File: src/rtl/mem_byte_unit.sv
// rtl/mem_byte_unit.sv - LC-3b LDB/LDW/STB/STW memory-access stage with byte lanes and ready timeout
module mem_byte_unit #(
    parameter int MAX_WAIT = 15
) (
    input  logic        clk_50,
    input  logic        reset,
    input  logic        req,
    input  logic        we,
    input  logic        byte_op,
    input  logic [15:0] addr,
    input  logic [15:0] wdata,
    output logic        busy,
    output logic        done,
    output logic        unaligned,
    output logic        timeout,
    output logic [15:0] rdata,
    output logic [7:0]  rbyte,
    output logic        mem_en,
    output logic [1:0]  mem_we,
    output logic [15:0] mem_addr,
    output logic [15:0] mem_wdata,
    input  logic [15:0] mem_rdata,
    input  logic        mem_r
);

    typedef enum logic [1:0] {
        S_IDLE,
        S_ACCESS,
        S_FAULT,
        S_DONE
    } state_t;

    state_t      r_state;
    logic [7:0]  r_cnt;
    logic        r_we_l;
    logic        r_lsb_l;
    logic        r_busy;
    logic        r_done;
    logic        r_unaligned;
    logic        r_timeout;
    logic [15:0] r_rdata;
    logic [7:0]  r_rbyte;
    logic        r_mem_en;
    logic [1:0]  r_mem_we;
    logic [15:0] r_mem_addr;
    logic [15:0] r_mem_wdata;

    logic [1:0]  w_mem_we;
    logic [15:0] w_mem_wdata;
    logic        w_misaligned;

    // Lane enables and replicated store byte are formed from the request so they
    // are already registered on the first ACCESS cycle.
    assign w_mem_we     = !we      ? 2'b00 :
                          !byte_op ? 2'b11 :
                          (addr[0] ? 2'b10 : 2'b01);
    assign w_mem_wdata  = byte_op ? {wdata[7:0], wdata[7:0]} : wdata;
    assign w_misaligned = !byte_op && addr[0];

    always_ff @(posedge clk_50) begin
        if (reset) begin
            r_state     <= S_IDLE;
            r_cnt       <= 8'd0;
            r_we_l      <= 1'b0;
            r_lsb_l     <= 1'b0;
            r_busy      <= 1'b0;
            r_done      <= 1'b0;
            r_unaligned <= 1'b0;
            r_timeout   <= 1'b0;
            r_rdata     <= 16'd0;
            r_rbyte     <= 8'd0;
            r_mem_en    <= 1'b0;
            r_mem_we    <= 2'b00;
            r_mem_addr  <= 16'd0;
            r_mem_wdata <= 16'd0;
        end else begin
            case (r_state)
                S_IDLE: begin
                    if (req) begin
                        r_busy  <= 1'b1;
                        r_we_l  <= we;
                        r_lsb_l <= addr[0];
                        if (w_misaligned) begin
                            r_state     <= S_FAULT;
                            r_done      <= 1'b1;
                            r_unaligned <= 1'b1;
                        end else begin
                            r_state     <= S_ACCESS;
                            r_cnt       <= 8'd0;
                            r_mem_en    <= 1'b1;
                            r_mem_we    <= w_mem_we;
                            r_mem_addr  <= {addr[15:1], 1'b0};
                            r_mem_wdata <= w_mem_wdata;
                        end
                    end
                end
                S_ACCESS: begin
                    // Ready wins over the wait limit on the final allowed cycle.
                    if (mem_r) begin
                        r_state  <= S_DONE;
                        r_done   <= 1'b1;
                        r_mem_en <= 1'b0;
                        r_mem_we <= 2'b00;
                        if (!r_we_l) begin
                            r_rdata <= mem_rdata;
                            r_rbyte <= r_lsb_l ? mem_rdata[15:8] : mem_rdata[7:0];
                        end
                    end else if (r_cnt == 8'(MAX_WAIT - 1)) begin
                        r_state   <= S_DONE;
                        r_done    <= 1'b1;
                        r_timeout <= 1'b1;
                        r_mem_en  <= 1'b0;
                        r_mem_we  <= 2'b00;
                    end else begin
                        r_cnt <= r_cnt + 8'd1;
                    end
                end
                S_FAULT, S_DONE: begin
                    r_state     <= S_IDLE;
                    r_busy      <= 1'b0;
                    r_done      <= 1'b0;
                    r_unaligned <= 1'b0;
                    r_timeout   <= 1'b0;
                end
                default: r_state <= S_IDLE;
            endcase
        end
    end

    assign busy      = r_busy;
    assign done      = r_done;
    assign unaligned = r_unaligned;
    assign timeout   = r_timeout;
    assign rdata     = r_rdata;
    assign rbyte     = r_rbyte;
    assign mem_en    = r_mem_en;
    assign mem_we    = r_mem_we;
    assign mem_addr  = r_mem_addr;
    assign mem_wdata = r_mem_wdata;

endmodule

File: config.mk
export PLATFORM = sky130hd
export DESIGN_NAME = mem_byte_unit
export DESIGN_NICKNAME = d
export VERILOG_FILES = /design/src/rtl/mem_byte_unit.sv
export SDC_FILE = /design/constraint.sdc
export NUM_CORES = 1
export LEC_CHECK = 0
export ABC_CLOCK_PERIOD_IN_PS = 2300
export CORE_MARGIN = 2
export CORE_UTILIZATION = 30
export CTS_CLUSTER_DIAMETER = 80
export DETAILED_ROUTE_END_ITERATION = 8
export GPL_ROUTABILITY_DRIVEN = 1
export SYNTH_ARGS = -nofsm -noshare
export SYNTH_HDL_FRONTEND = slang
export SYNTH_SLANG_ARGS = --single-unit
File: constraint.sdc
create_clock -name clk_50 -period 2.3 [get_ports clk_50]
set_input_delay 0.345 -clock clk_50 [delete_from_list [all_inputs] [get_ports clk_50]]
set_output_delay 0.345 -clock clk_50 [all_outputs]
set_load 0.03 [all_outputs]
# == Word-level counts from Yosys, hierarchy flattened ==
# Cells that the tools add are included.
# Widths: inputs -> output; s select.
# word_totals
mem_count,0
regBits,74
latchBits,0
word_cells,80
ram_bits,0
input_bits,54
mem_bits_ro,0
# classes
n_mux,35
add_sub_neg,1
n_div,0
eq_ne,11
bitwise_logic,2
n_mul,0
n_shift,0
n_lt_le_gt_ge,0
reduce_logical,17
# op_table
op,n
$mux 8,5
$mux 2,11
$mux 16,1
$pmux 8 s2,1
$reduce_and 3->1,5
$ne 2x2->1 const B,6
$mux 1,10
$add 8x1->8 const B,1
$eq 8x4->1 const B,1
$pmux 1 s2,4
$pmux 2 s3,1
$reduce_and 2->1,3
$reduce_bool 2->1,3
$reduce_and 5->1,1
$eq 2x2->1 const B,2
$pmux 2 s2,1
$reduce_and 4->1,1
$ne 3x3->1 const B,1
$pmux 1 s3,1
$eq 2x1->1 const B,1
$logic_not 2->1,1
$not 1->1,2
$reduce_or 2->1,1
$logic_and 1x1->1,1
$logic_not 1->1,1

# == Longest topological paths before layout ==
# logic_depth
word_depth,6
depth_mapped,6

# == Worst setup path before layout ==
# OpenSTA, ideal clock, no wires.
# synth_timing
kind,flip-flop to flip-flop
startpoint,register r_cnt[4]
endpoint,register r_mem_we[0] (netlist: mem_we[0])
stages_incl_launch_ff,6
t_arrival_ns,1.534
setup_time_ns,0.123
required_ns,2.177
slack_ns,0.643
cell_sequence,dfxtp_1 > clkbuf_1 > nor4_2 > a31oi_4 > nor2_1 > mux2_1
# synth_via
elab_chain_len,3
# synth_rtl
element,line_no,source
start: declaration,34,logic [7:0] r_cnt;
start signal: assignment,115,r_cnt <= r_cnt + 8'd1;
$eq 8x4->1,108,end else if (r_cnt == 8'(MAX_WAIT - 1)) begin
$ne 3x3->1 (no source line),n/a,
$reduce_and 4->1 (no source line),n/a,
end signal: assignment,91,r_mem_we <= w_mem_we;
end: declaration,44,logic [1:0] r_mem_we;
# Every way passes these cells.
# A chain may end at the register's enable or synchronous reset.

# == Final worst setup path ==
# layout_timing
startpoint,input port mem_r
endpoint,register r_cnt[5]
# layout_via
elab_chain_len,2
# layout_rtl
element,line_no,source
start: declaration,23,input logic mem_r
$ne 2x2->1 (no source line),n/a,
$reduce_and 5->1 (no source line),n/a,
# Every way passes these cells.

==> flow_metrics.tcl <==
set metrics [dict create \
    status "finished clean" \
    mostFrequentLayoutCell "clkdlybuf4s50_1" \
    synth_edf_count 0 \
    report.final.slew_viol_count 0 \
    synthDominantCellAreaShare_pct 49.4 \
    holdBufCountCts 0 \
    routed_via_density 4.74 \
    ctsRootBufferMaster "clkbuf_8" \
    relSlewSlack_pct 62.6 \
    irDropWorstVdd_mv 0.315 \
    dp_hpwl_mm 5.97 \
    core_um2 9730 \
    firstDrtPassIters 4 \
    r2r_slack_ps 490 \
    num_io_pins 117 \
    hold-path-endpoint "mem_en$_SDFFE_PP0P_" \
    skew_ps 9.03 \
    ant_nets 0 \
    criticalPathCategory "in -> reg" \
    grt_pass1_wl_mm 14.0 \
    synth_seq_cells 74 \
    die_h_um 104 \
    synth.largest_area_cell "dfxtp_1" \
    grt_pass1_vias 2905 \
    cap_violations 0 \
    synth_area_leaders "dfxtp_1, nand2_1, a21oi_1, mux2i_1, a211oi_1" \
    cts_tree "done" \
    post-route-cell-area_um2 4530 \
    ys_warn_count 0 \
    synth_ff_type "dfxtp_1" \
    cp.arrival_ps 2090 \
    path_max_fanout 7 \
    r2r_start "r_state[0]$_SDFFE_PP0P_" \
    antenna_found_initial 0 \
    min_period_ps 1860 \
    synth_fp_nets 410 \
    grt_overflow 0 \
    cts_resized 0 \
    dp_slack_ps 121 \
    numCtsBuffers 9 \
    grt_max_degree 37 \
    clk_pin_slew_ps 80 \
    worstHoldStart "reset" \
    die_w_um 104 \
    start_util_pct 30.9 \
    rows 36 \
    port_buffers 115 \
    p_per_area_nw_per_um2 680 \
    cp-end-kind "flip-flop" \
    synth.avg_cell_area_um2 8.48 \
    r2r-end "r_cnt[5]$_SDFFE_PP0P_" \
    htree_levels 3 \
    worstSkewPairLatency_ps 340 \
    wire_per_inst_um 13.8 \
    setup_viol 0 \
    antenna_cells 0 \
    post-route-drc-count 0 \
    worstHoldPathCells 2 \
    ys_seq_area_share_pct 49.4 \
    track_usage_pct 15.8 \
    post-cts-setup-buffers 0 \
    fin_ws_ps 438 \
    worstSetupStartpointType "input pin" \
    yosysUniqueCellTypes 40 \
    syn_area_um2 3000 \
    fmax_ghz 0.537 \
    layout-drive-gt1-share_pct 8.05 \
    drtIter0Drc 78 \
    gp_congestion 0.802 \
    die_area_um2 10800 \
    rsz0062_at_grt "false" \
    hold_viol 0 \
    p_leak_nw 1.60 \
    clock_path_buffers 2 \
    synthCells 354 \
    hp-class "in -> reg" \
    worstMarginPinSlew_ps 560 \
    layout_common_cells "clkdlybuf4s50_1, nand2_1, dfxtp_1" \
    dpl-instance-area_um2 4320 \
    required_ps 2530 \
    async_flop_share_pct 0 \
    setup_tns_ps 0 \
    reg2reg_depth 4 \
    via_count 2866 \
    area_growth_pct 50.8 \
    fin_nets 523 \
    clock_sinks 74 \
    fin_crit_sh_pct 81.0 \
    drt-total-wl_mm 8.33 \
]
final cells by class:
type,count,area (um^2)
well taps,133,166
clock buffers,12,155
repair buffers,128,1260
clock inverters,4,48.8
fillers,986,5200
flip-flops and latches,74,1480
inverters,7,26.3
multi-input cells,247,1390
cells in the mapped netlist (2+ instances only):
cell type and n:
nor3b_2 2, a2111oi_2 2, nand2b_1 3, dfxtp_1 74
o21ai_0 2, a211oi_1 16, and3_1 2, a21oi_1 48
a31oi_1 5, mux2i_1 19, or3_1 2, nand2_1 81
nor4_1 2, buf_2 6, ha_1 2, inv_1 7
and2_1 2, nor2b_1 3, clkbuf_1 18, nor2_1 27
nand3b_1 3, nand3_1 9, nor3_1 2
power by group:
| part | internal, mW | switching, mW | leakage, nW |
|---|---|---|---|
| clock network | 0.561 | 0.468 | 0.107 |
| registers | 1.36 | 0.0483 | 0.604 |
| logic | 0.295 | 0.350 | 0.887 |
per-layer routing:
layer / global-route usage [%] / up-vias / part of all wire (%)
met3: 7.52 / 8 / 9.0
li1: - / 1430 / -
met5: 0 / - / 0
met4: 4.15 / 0 / 0.98
met2: 25.7 / 82 / 48
met1: 18.6 / 1346 / 42
how the worst max path moves through the flow:
stage                            start                endpoint  slack [ps]  cells past startpoint
3_5_place_dp                     mem_r   r_cnt[5]$_SDFFE_PP0P_         120                      5
6_report                         mem_r   r_cnt[5]$_SDFFE_PP0P_         440                      5
4_1_cts                          mem_r   r_cnt[5]$_SDFFE_PP0P_         470                      5
3_3_place_gp                     mem_r   r_cnt[3]$_SDFFE_PP0P_         180                      5
2_1_floorplan    r_cnt[4]$_SDFFE_PP0P_  mem_we[0]$_SDFFE_PP0P_         640                      5
5_1_grt        r_state[0]$_SDFFE_PP0P_   r_cnt[3]$_SDFFE_PP0P_         370                      4
critical path: stages:
cell and delay, ps:
clkdlybuf4s50_1 490, or3b_4 430, a31oi_4 280, o2111ai_2 170
a2111oi_2 380
flip-flops by register name (all words and copies together) (netlist names), 2 cells and up:
signal and cells:
rdata 16, mem_we 2, r_state 2, mem_wdata 16, r_cnt 8, mem_addr 15
rbyte 8
through the flow:
step                      total power, mW  hold WS [ps]  utilization, %  std cells
after floorplan                      1.77           481               -        354
after CTS                            3.12           292            46.5        605
final                                3.08           308            46.5        605
after detailed placement             2.08           447            44.4        589
after global placement               2.07           440            44.4        589
after global routing                 3.24           318            46.5        605
logic make-up (layout without fill, tap and decap cells):
kind of cell	count (synthesis)	in the layout	synth area share [%]
AO/OA/AOI/OAI	79	79	16.7
adder cells (fa/ha/maj)	2	2	0.834
buffers and inverters	33	151	4.50
flip-flops	74	74	49.4
multiplexers	20	20	6.71
other	1	1	0.125
AND/OR/NAND/NOR	145	145	21.8
Power figures use the tool's default switching activity.
